<file path="config.mk">
export PLATFORM = sky130hd
export DESIGN_NAME = hazard_unit_mc
export DESIGN_NICKNAME = d
export VERILOG_FILES = /design/src/rtl/hazard_unit_mc.sv
export SDC_FILE = /design/constraint.sdc
export NUM_CORES = 1
export LEC_CHECK = 0
export ABC_AREA = 1
export ABC_CLOCK_PERIOD_IN_PS = 1350
export CAP_MARGIN = 20
export CORE_ASPECT_RATIO = 0.75
export CORE_MARGIN = 5
export CORE_UTILIZATION = 39
export DETAILED_ROUTE_END_ITERATION = 12
export PLACE_DENSITY = 0.8
export SLEW_MARGIN = 20
export SYNTH_ARGS = -nofsm -noshare
export SYNTH_HDL_FRONTEND = slang
export SYNTH_SLANG_ARGS = --single-unit
export TNS_END_PERCENT = 100
</file>
<file path="constraint.sdc">
create_clock -name clk -period 1.35 [get_ports clk]
set_input_delay 0.27 -clock clk [delete_from_list [all_inputs] [get_ports clk]]
set_output_delay 0.27 -clock clk [all_outputs]
set_load 0.05 [all_outputs]
</file>
<file path="src/rtl/hazard_unit_mc.sv">
// hazard_unit_mc: RV32 5-stage hazard/forwarding unit with a multi-cycle EX hold FSM.
// Optional HAZARD_PERF_EN adds the saturating StallCnt/FlushCnt outputs.
// Ports: clk/reset; D sources rs1D/rs2D; E info rdE/ResultSrcE/PCSrcE/McStartE/rs1E/rs2E;
// M/W writeback rdM/rdW/RegWriteM/RegWriteW; out Stall{F,D,E}, Flush{D,E,M}, Forward{A,B}E, McBusy, McDoneE.
module hazard_unit_mc #(
  parameter int          REG_AW    = 5,
  parameter int          MC_LAT    = 4,
  parameter logic [1:0]  RSRC_LOAD = 2'b01
) (
  input  logic              clk,
  input  logic              reset,
  input  logic [REG_AW-1:0] rs1D,
  input  logic [REG_AW-1:0] rs2D,
  input  logic [REG_AW-1:0] rdE,
  input  logic [1:0]        ResultSrcE,
  input  logic              PCSrcE,
  input  logic              McStartE,
  input  logic [REG_AW-1:0] rs1E,
  input  logic [REG_AW-1:0] rs2E,
  input  logic [REG_AW-1:0] rdM,
  input  logic [REG_AW-1:0] rdW,
  input  logic              RegWriteM,
  input  logic              RegWriteW,
  output logic              StallF,
  output logic              StallD,
  output logic              StallE,
  output logic              FlushD,
  output logic              FlushE,
  output logic              FlushM,
  output logic [1:0]        ForwardAE,
  output logic [1:0]        ForwardBE,
  output logic              McBusy,
  output logic              McDoneE
`ifdef HAZARD_PERF_EN
  ,
  output logic [31:0]       StallCnt,
  output logic [31:0]       FlushCnt
`endif
);
  typedef enum logic [1:0] {IDLE, BUSY, DONE} state_t;
  state_t     state_q, state_d;
  logic [7:0] cnt_q, cnt_d;
  logic       mc_hold, lw_stall;
  // BUSY lasts MC_LAT-2 cycles: cnt starts at MC_LAT-2 and DONE follows the cycle cnt reads 1.
  always_comb begin
    mc_hold   = (state_q == IDLE && McStartE) || state_q == BUSY;
    lw_stall  = ResultSrcE == RSRC_LOAD && rdE != '0 && (rdE == rs1D || rdE == rs2D);
    state_d   = state_q == IDLE ? (McStartE ? (MC_LAT <= 2 ? DONE : BUSY) : IDLE)
              : state_q == BUSY ? (cnt_q <= 8'd1 ? DONE : BUSY) : IDLE;
    cnt_d     = (state_q == IDLE && McStartE) ? 8'(MC_LAT - 2)
              : state_q == BUSY ? cnt_q - 8'd1 : cnt_q;
    StallF    = lw_stall | mc_hold;
    StallD    = lw_stall | mc_hold;
    StallE    = mc_hold;
    FlushM    = mc_hold;
    FlushD    = PCSrcE & ~mc_hold;
    FlushE    = (lw_stall | PCSrcE) & ~mc_hold;
    McBusy    = state_q == BUSY;
    McDoneE   = state_q == DONE;
    ForwardAE = (RegWriteM && rdM != '0 && rdM == rs1E) ? 2'b10
              : (RegWriteW && rdW != '0 && rdW == rs1E) ? 2'b01 : 2'b00;
    ForwardBE = (RegWriteM && rdM != '0 && rdM == rs2E) ? 2'b10
              : (RegWriteW && rdW != '0 && rdW == rs2E) ? 2'b01 : 2'b00;
  end
  always_ff @(posedge clk or posedge reset)
    if (reset) begin
      state_q <= IDLE;
      cnt_q   <= '0;
    end else begin
      state_q <= state_d;
      cnt_q   <= cnt_d;
    end
`ifdef HAZARD_PERF_EN
  logic [31:0] stall_cnt_q, stall_cnt_d, flush_cnt_q, flush_cnt_d;
  always_comb begin
    stall_cnt_d = (StallF && ~&stall_cnt_q) ? stall_cnt_q + 32'd1 : stall_cnt_q;
    flush_cnt_d = ((FlushD | FlushE) && ~&flush_cnt_q) ? flush_cnt_q + 32'd1 : flush_cnt_q;
  end
  always_ff @(posedge clk or posedge reset)
    if (reset) begin
      stall_cnt_q <= '0;
      flush_cnt_q <= '0;
    end else begin
      stall_cnt_q <= stall_cnt_d;
      flush_cnt_q <= flush_cnt_d;
    end
  assign StallCnt = stall_cnt_q;
  assign FlushCnt = flush_cnt_q;
`endif
endmodule

</file>
Word-level counts from Yosys, hierarchy flattened

Cells that the tools add are included.

Bits in registers: 10
Input bits: 43
Output and inout port bits: 12
Word-level logic and storage cells: 44

$add $sub $neg: 1
Magnitude comparators: 1
Equality and inequality tests: 9
Multiplexer cells: 10
Bitwise operators: 5
Reduce and logical (&&, ||, !) cells: 16

Operator list:

| operator            | count |
|---|---|
| $eq 5x5->1          | 6 |
| $mux 8              | 2 |
| $reduce_bool 5->1   | 3 |
| $mux 2              | 5 |
| $logic_and 1x1->1   | 9 |
| $le 8x1->1 const B  | 1 |
| $sub 8x1->8 const B | 1 |
| $eq 2x1->1 const B  | 2 |
| $mux 1              | 3 |
| $and 1x1->1         | 2 |
| $eq 2x2->1 const B  | 1 |
| $logic_not 2->1     | 1 |
| $logic_or 1x1->1    | 2 |
| $or 1x1->1          | 2 |
| $reduce_bool 2->1   | 1 |
| $not 1->1           | 1 |

Depth between registers and ports, before layout

Gate-level depths: netlist of run 1.

Depth after elaboration: 5
Depth in mapped cells: 9
Mapped depth without buffers: 8

Worst setup path before layout of run 1

OpenSTA, ideal clock, no wires.

Path kind: input-to-output
Start point: in rdM[1]
End point: out ForwardAE[0]
Arrival time: 1.620 ns
Required time: 1.080 ns
Path slack: -0.540 ns
Stages on the path: 4
Buffers on the path: 0
Cells stage by stage: xnor2_1 -> nand2_1 -> nor3_2 -> nor2_1

Cells in the longest elaborated chain, start to end: 4
Elaborated cells on any way between the ends: 5
Those cells by class: eq/ne (1); mux (1); reduce/logical (3)

RTL lines:

| element               | line | source |
|---|---|---|
| start: declaration    | 20   | `input logic [REG_AW-1:0] rdM,` |
| $reduce_bool 5->1     | 60   | `ForwardAE = (RegWriteM && rdM != '0 && rdM == rs1E) ? 2'b10` |
| $logic_and 1x1->1     | 60   |  |
| $logic_and 1x1->1 (*) | 60   |  |
| $mux 2 (*)            | 60   |  |
| end: declaration      | 30   | `output logic [1:0] ForwardAE,` |

Every way passes the cells marked *; elsewhere a longest branch is shown, timed or not.

Worst setup path in the final report of run 1

Start point: reg state_q[0]
End point: out FlushE

Cells in the longest elaborated chain, start to end: 5
Elaborated cells on any way between the ends: 6
Those cells by class: eq/ne (1); bitwise (2); reduce/logical (3)

RTL lines:

| element                  | line | source |
|---|---|---|
| start: declaration       | 41   | `state_t state_q, state_d;` |
| start signal: assignment | 70   | `state_q <= state_d;` |
| $logic_not 2->1          | 46   | `mc_hold = (state_q == IDLE && McStartE) \|\| state_q == BUSY;` |
| $logic_and 1x1->1        | 46   |  |
| $logic_or 1x1->1 (*)     | 46   |  |
| $not 1->1 (*)            | 57   | `FlushE = (lw_stall \| PCSrcE) & ~mc_hold;` |
| $and 1x1->1 (*)          | 57   |  |
| end: declaration         | 28   | `output logic FlushE,` |

Marked as above.

==> results of run 1 <==
power breakdown:
part	leakage (nW)	internal [mW]	switching [mW]
sequential	0.110	0.299	0
combinational	0.897	0.214	0.189
clock	0.0210	0.164	0.119
total	1.03	0.678	0.307
worst min path at each step:
| stage | from | to | slack (ns) | depth (start not counted) |
|---|---|---|---|---|
| 3_5_place_dp | cnt_q[7]$_DFFE_PP0P_ | cnt_q[7]$_DFFE_PP0P_ | 0.48 | 1 |
| 4_1_cts | reset | state_q[1]$_DFF_PP0_ | 0.28 | 2 |
| 6_report | reset | cnt_q[4]$_DFFE_PP0P_ | 0.26 | 2 |
| 5_1_grt | reset | cnt_q[4]$_DFFE_PP0P_ | 0.30 | 2 |
| 3_3_place_gp | cnt_q[7]$_DFFE_PP0P_ | cnt_q[7]$_DFFE_PP0P_ | 0.46 | 1 |
| 2_1_floorplan | reset | cnt_q[0]$_DFFE_PP0P_ | 0.11 | 1 |
per-layer routing:
layer / vias up / global-route usage [%] / wire length [um]
li1: 637 / - / -
met1: 618 / 19.0 / 1290
met2: 72 / 44.3 / 2090
met3: 17 / 4.77 / 242
met4: 0 / 13.3 / 166
met5: - / 0 / 0
metrics by stage:
| step | utilization (%) | worst slack, ns |
|---|---|---|
| 3_3_place_gp | 73.8 | -0.556 |
| 6_report | 82.5 | -0.261 |
| 4_1_cts | 82.5 | -0.275 |
| 3_5_place_dp | 73.8 | -0.651 |
| 2_1_floorplan | - | -0.160 |
| 5_1_grt | 82.5 | -0.335 |
cells by family (layout without fill, tap and decap cells):
group,after synthesis,after routing,share of synthesized area [%]
XOR/XNOR,22,22,18.8
adder cells (fa/ha/maj),2,2,2.44
buffers and inverters,24,90,9.52
AND/OR/NAND/NOR,91,91,38.0
flip-flops,10,10,24.4
AO/OA/AOI/OAI,12,12,6.84
placed cells by master, fill, tap and decap left out, types with 2 or more instances in the layout:
master           count
buf_12              13
buf_2                4
buf_4               10
buf_6               10
buf_8                6
clkbuf_2             9
clkbuf_4             3
clkdlybuf4s15_1      2
clkdlybuf4s50_1      5
dfrtp_1             10
dlygate4sd2_1        5
ha_1                 2
inv_1               12
inv_2                7
nand2_1             28
nand2_2              6
nand2_4              3
nand2_8              3
nand3_1             10
nand3_2              4
nand4_1              2
nor2_1              26
nor2_2               3
nor2_4               2
nor3_4               2
o21ai_0              3
o21ai_1              5
xnor2_1              3
xnor2_2             10
xnor2_4              3
xor2_1               5
critical path, cell delays in order (launching register included):
cell and delay [ns]:
dfrtp_1 0.38, buf_4 0.15, nand2_4 0.08, nand2_8 0.07
inv_8 0.08, nand3_2 0.09, nand2_4 0.07, buf_12 0.13
flip-flops by register name, indices dropped and copies added (netlist names):
register / flops
cnt_q: 8
state_q: 2
area by class of cell:
| cell class | instances | area (um^2) | share of cell area (%) |
|---|---|---|---|
| inverter | 22 | 98.8 | 4.68 |
| sequential | 10 | 250 | 11.8 |
| tap | 36 | 45.0 | 2.13 |
| timing repair buffer | 64 | 717 | 33.9 |
| multi-input combinational | 127 | 966 | 45.7 |
| clock buffer | 4 | 36.3 | 1.72 |
what timing repair did:
action / 4_1_cts / 5_1_grt
resized for setup: 164 / 33
pin swaps: 42 / 21
endpoints found under the setup margin: 12 / 15
setup buffers: 4 / 2
endpoints found under the hold margin: 0 / 0
==> impl_metrics.env, run 1 <==
export IMPL_status="finished with violations"
export IMPL_violations="negative setup slack"
export IMPL_rsz0062_at_grt="true"
export IMPL_p_leak_nw=1.03
export IMPL_die_area_um2=3760
export IMPL_regToRegSetupSlack_ns=0.02
export IMPL_totalWireLength_um=3790
export IMPL_numCtsBuffers=3
export IMPL_cts_root_buf="clkbuf_4"
export IMPL_clk_pin_slew_worst_paths_ns=0.07
export IMPL_chipHeight_um=54.4
export IMPL_fin_ws_ns=-0.261
export IMPL_synth_edf_count=0
export IMPL_first_iter_violations=95
export IMPL_finalHoldViolations=0
export IMPL_clk_path_buf_depth=2
export IMPL_drive_above_1_share_pct=46.7
export IMPL_drcViolationCount=0
export IMPL_gp_congestion=0.884
export IMPL_antenna_cells=0
export IMPL_startpoint_type="flip-flop"
export IMPL_slew_viol_final=0
export IMPL_synth_seq_cells=10
export IMPL_fmax_mhz=621
export IMPL_path_class="flip-flop to output port"
export IMPL_end_kind="output port"
export IMPL_grt_pass1_vias=1399
export IMPL_synth_most_common_cell="nand2_1"
export IMPL_grt_overflow=0
export IMPL_port_buffer_count=54
export IMPL_start_util_pct=40.0
export IMPL_dr_pass1_iters=5
export IMPL_period_needed_ns=1.61
export IMPL_synthesis_nets=206
export IMPL_synth_cell_types=20
export IMPL_crit_path_end="FlushE"
export IMPL_netlist_top_cells_area="dfrtp_1, xnor2_1, nand2_1, nor2_1, nand3_1"
export IMPL_p_per_area_nw_per_um2=466
export IMPL_total_power_mw=0.986
export IMPL_period_share_pct=119
export IMPL_postRouteAntennaNets=0
export IMPL_cts_htree_levels=1
export IMPL_rr_worst_depth=9
export IMPL_hold_class="input port to asynchronous set/reset pin"
export IMPL_clock_sinks=10
export IMPL_hpwl_um=2880
export IMPL_critPathLaunch="state_q[0]$_DFF_PP0_"
export IMPL_worstMarginPinSlew_ns=0.380
export IMPL_r2r_end="cnt_q[4]$_DFFE_PP0P_"
export IMPL_synth_warnings=0
export IMPL_core_area_um2=2560
export IMPL_r2r_start="state_q[0]$_DFF_PP0_"
export IMPL_antenna_found_initial=0
export IMPL_synth_cells=161
export IMPL_finalInstanceArea_um2=2110
export IMPL_cp_required_ns=1.08
export IMPL_io_pins=55
export IMPL_viasPerCell=5.11
export IMPL_synth_top_flop_cell="dfrtp_1"
export IMPL_hold_slack_ns=0.257
export IMPL_grt_total_usage_pct=21.1
export IMPL_fillerInstances=177
export IMPL_synth_area_per_cell_um2=6.36
export IMPL_rows=16
export IMPL_cts_tree="built"
export IMPL_netlist_area_leader_share_pct=24.4
export IMPL_yosys_top_cells_count="nand2_1, nor2_1, inv_1, xnor2_1, nand3_1"
export IMPL_finalSetupTns_ns=-1.69
export IMPL_wl_per_cell_um=14.4
export IMPL_syn_area_um2=1020
export IMPL_skew_ns=0.000787
export IMPL_fin_cells=263
export IMPL_max_vdd_ir_drop_v=0.000295
export IMPL_grt_max_degree=11
export IMPL_dp_cells=255
export IMPL_cap_violations=0
export IMPL_slew_headroom_pct=74.6
export IMPL_worstPathMaxFanout=3
export IMPL_cp_arrival_ns=1.34
export IMPL_nets=273
export IMPL_synth_top_area_cell="dfrtp_1"
export IMPL_setup_viol=12
export IMPL_hold_buffers=0
export IMPL_async_reset_ff_share_pct=100
export IMPL_grt_pass1_wl_um=6060
export IMPL_placed_cell_area_um2=1890
export IMPL_dieWidth_um=69.2
export IMPL_clk_latency_ns=0.28
export IMPL_via_count=1344
export IMPL_area_delta_synth_final_pct=106
export IMPL_seq_area_frac_synth_pct=24.4
Power figures use the tool's default switching activity.
==> run 2: changes to the inputs <==
- ABC_AREA: 1 -> unset
- CORE_UTILIZATION: 39 -> 37
- PLACE_DENSITY: 0.8 -> 0.79
==> run 2 against run 1 <==
  * The flow still finishes with violations (negative setup slack)
  * Sequential cell count stayed put
  * Cell count is 14% lower
  * Via count fell by 2.5%
  * Count of clock-buffer cells in the layout decreased by 1
  * Final area is 0.89% higher
  * Hold slack improved by 0.0063 ns
  * Non-clock buffer count up 21
  * Clock power down 25%
  * Register-to-register slack worse by 0.33 ns
  * Utilization grew 8.4 points
==> impl_metrics.env, run 2 <==
export IMPL_rsz0062_at_grt="true"
export IMPL_path_class="input port to output port"
export IMPL_chipHeight_um=53.2
export IMPL_synth_warnings=0
export IMPL_grt_overflow=0
export IMPL_synth_most_common_cell="xor2_1"
export IMPL_async_reset_ff_share_pct=100
export IMPL_power_switching_mw=0.303
export IMPL_synthesis_nets=153
export IMPL_die_area_um2=3600
export IMPL_p_comb_share_pct=44.7
export IMPL_netlist_top_cells_area="dfrtp_1, xor2_1, xnor2_1, o21ai_0, nand2_1"
export IMPL_swShare_pct=32.8
export IMPL_cts_root_buf="clkbuf_4"
export IMPL_setup_viol=16
export IMPL_startpoint_type="input port"
export IMPL_grt_pass1_wl_um=6170
export IMPL_final_cell_mix="xor2_1, buf_4, dlygate4sd2_1"
export IMPL_pwr_share_clk_pct=22.9
export IMPL_drive_above_1_share_pct=51.8
export IMPL_end_kind="output port"
export IMPL_violations="negative setup slack"
export IMPL_synth_cells=108
export IMPL_worstPathMaxFanout=2
export IMPL_drcViolationCount=0
export IMPL_wl_per_cell_um=21.6
export IMPL_netlist_area_leader_share_pct=27.2
export IMPL_status="finished with violations"
export IMPL_clk_pin_slew_worst_paths_ns=0.07
export IMPL_finalSetupTns_ns=-5.62
export IMPL_syn_area_um2=921
export IMPL_dieWidth_um=67.6
export IMPL_cp_arrival_ns=1.70
export IMPL_start_util_pct=39.3
export IMPL_slew_headroom_pct=74.5
export IMPL_rows=15
export IMPL_clock_sinks=10
export IMPL_top_register="cnt_q"
export IMPL_rr_worst_depth=6
export IMPL_hpwl_um=2880
export IMPL_synth_top_area_cell="dfrtp_1"
export IMPL_antenna_found_initial=0
export IMPL_cts_htree_levels=1
export IMPL_synth_seq_cells=10
export IMPL_p_leak_nw=0.919
export IMPL_nets=240
export IMPL_r2r_end="cnt_q[7]$_DFFE_PP0P_"
export IMPL_largestRegisters="cnt_q x8, state_q x2"
export IMPL_synth_top_flop_cell="dfrtp_1"
export IMPL_postRouteAntennaNets=0
export IMPL_finalHoldViolations=0
export IMPL_gp_congestion=0.850
export IMPL_synth_area_per_cell_um2=8.53
export IMPL_io_pins=55
export IMPL_total_power_mw=0.924
export IMPL_area_delta_synth_final_pct=132
export IMPL_hold_class="input port to asynchronous set/reset pin"
export IMPL_grt_max_degree=11
export IMPL_worstMarginPinSlew_ns=0.381
export IMPL_core_area_um2=2350
export IMPL_fmax_mhz=507
export IMPL_grt_pass1_vias=1284
export IMPL_cts_tree="built"
export IMPL_via_count=1311
export IMPL_synth_edf_count=0
export IMPL_period_needed_ns=1.97
export IMPL_fin_ws_ns=-0.621
export IMPL_max_vdd_ir_drop_v=0.000638
export IMPL_clk_path_buf_depth=2
export IMPL_slew_viol_final=0
export IMPL_yosys_top_cells_count="xor2_1, dfrtp_1, o21ai_0"
export IMPL_numCtsBuffers=3
export IMPL_p_per_area_nw_per_um2=433
export IMPL_cp_required_ns=1.08
export IMPL_viasPerCell=5.78
export IMPL_clk_latency_ns=0.28
export IMPL_antenna_cells=0
export IMPL_synth_cell_types=30
export IMPL_hold_slack_ns=0.264
export IMPL_final_common_cell="xor2_1"
export IMPL_regToRegSetupSlack_ns=-0.31
export IMPL_cap_violations=0
export IMPL_intPower_mw=0.621
export IMPL_post_place_ws_ns=-1.08
export IMPL_power_frac_seq_pct=32.4
export IMPL_grt_total_usage_pct=23.5
export IMPL_skew_ns=0.00546
export IMPL_seq_area_frac_synth_pct=27.2
export IMPL_period_share_pct=146
export IMPL_r2r_start="state_q[1]$_DFF_PP0_"
export IMPL_port_buffer_count=54
export IMPL_largest_reg_flops=8
export IMPL_dr_pass1_iters=4
export IMPL_totalWireLength_um=4900
export IMPL_first_iter_violations=48
[run 2: cell count changes in the layout (fill, tap and decap cells not counted), moves of 7 or more]
cell / before / now
buf_4: 10 / 21
dlygate4sd2_1: 5 / 16
inv_1: 12 / 3
inv_2: 7 / 0
nand2_1: 28 / 7
nand3_1: 10 / 2
nor2_1: 26 / 5
xnor2_2: 10 / 2
xor2_1: 5 / 22
[run 2: through the flow]
stage | util, % | std cells | cell area (um^2)
5_1_grt | 90.9 | 227 | 2130
2_1_floorplan | - | 108 | 1130
3_5_place_dp | 83.4 | 220 | 1960
6_report | 90.9 | 227 | 2130
3_3_place_gp | 83.4 | 220 | 1960
4_1_cts | 87.2 | 226 | 2050
[run 2: power by group through the flow]
stage / clock, mW / sequential, mW / combinational (mW)
after floorplan: 0 / 0.305 / 0.150
after global placement: 0 / 0.305 / 0.374
after detailed placement: 0 / 0.305 / 0.388
after CTS: 0.204 / 0.300 / 0.376
after global routing: 0.238 / 0.299 / 0.431
final: 0.212 / 0.299 / 0.413
[run 2: cell type report]
cell class	count	area [um^2]
flip-flops and latches	10	251
well taps	34	42.5
inverters	5	25.0
repair buffers	85	857
multi-input cells	90	933
fillers	84	214
clock buffers	3	22.5
[run 2: cells by family after synthesis]
logic type               Yosys count  share of synthesized area, %
XOR/XNOR                          30                          28.5
AO/OA/AOI/OAI                     20                          14.0
flip-flops                        10                          27.2
adder cells (fa/ha/maj)            2                          2.72
AND/OR/NAND/NOR                   38                          23.4
buffers and inverters              8                          4.21
[run 2: what timing repair did]
action                                 in CTS  in global routing
setup endpoints to repair                  14                 17
pin swaps                                  19                 10
cloned                                      0                  0
buffers inserted                            4                  4
endpoints found under the hold margin       0                  0
gates resized for setup                    88                 44
hold buffers                                0                  0
[run 2: worst max-delay path, stage by stage]
cell	delay [ns]
buf_2	0.11
or4_4	0.54
o21ai_4	0.17
buf_4	0.14
nor4_4	0.05
nor4_4	0.22
buf_12	0.18
[run 2: how the worst max path moves through the flow]
stage	end	from	slack, ns
finish	ForwardBE[0]	rdM[1]	-0.62
global route	ForwardBE[0]	rdM[1]	-0.63
CTS	ForwardBE[0]	rdM[3]	-0.65
detailed placement	ForwardBE[0]	rdW[4]	-1.08
global placement	ForwardAE[0]	rdW[4]	-0.97
floorplan	ForwardAE[0]	rdM[0]	-0.61
[run 2: per-layer routing]
layer	track usage [%]	wire (um)	vias up
li1	-	-	556
met1	26.0	1620	629
met2	43.6	2560	95
met3	4.67	461	31
met4	9.09	258	0
met5	0	0	-
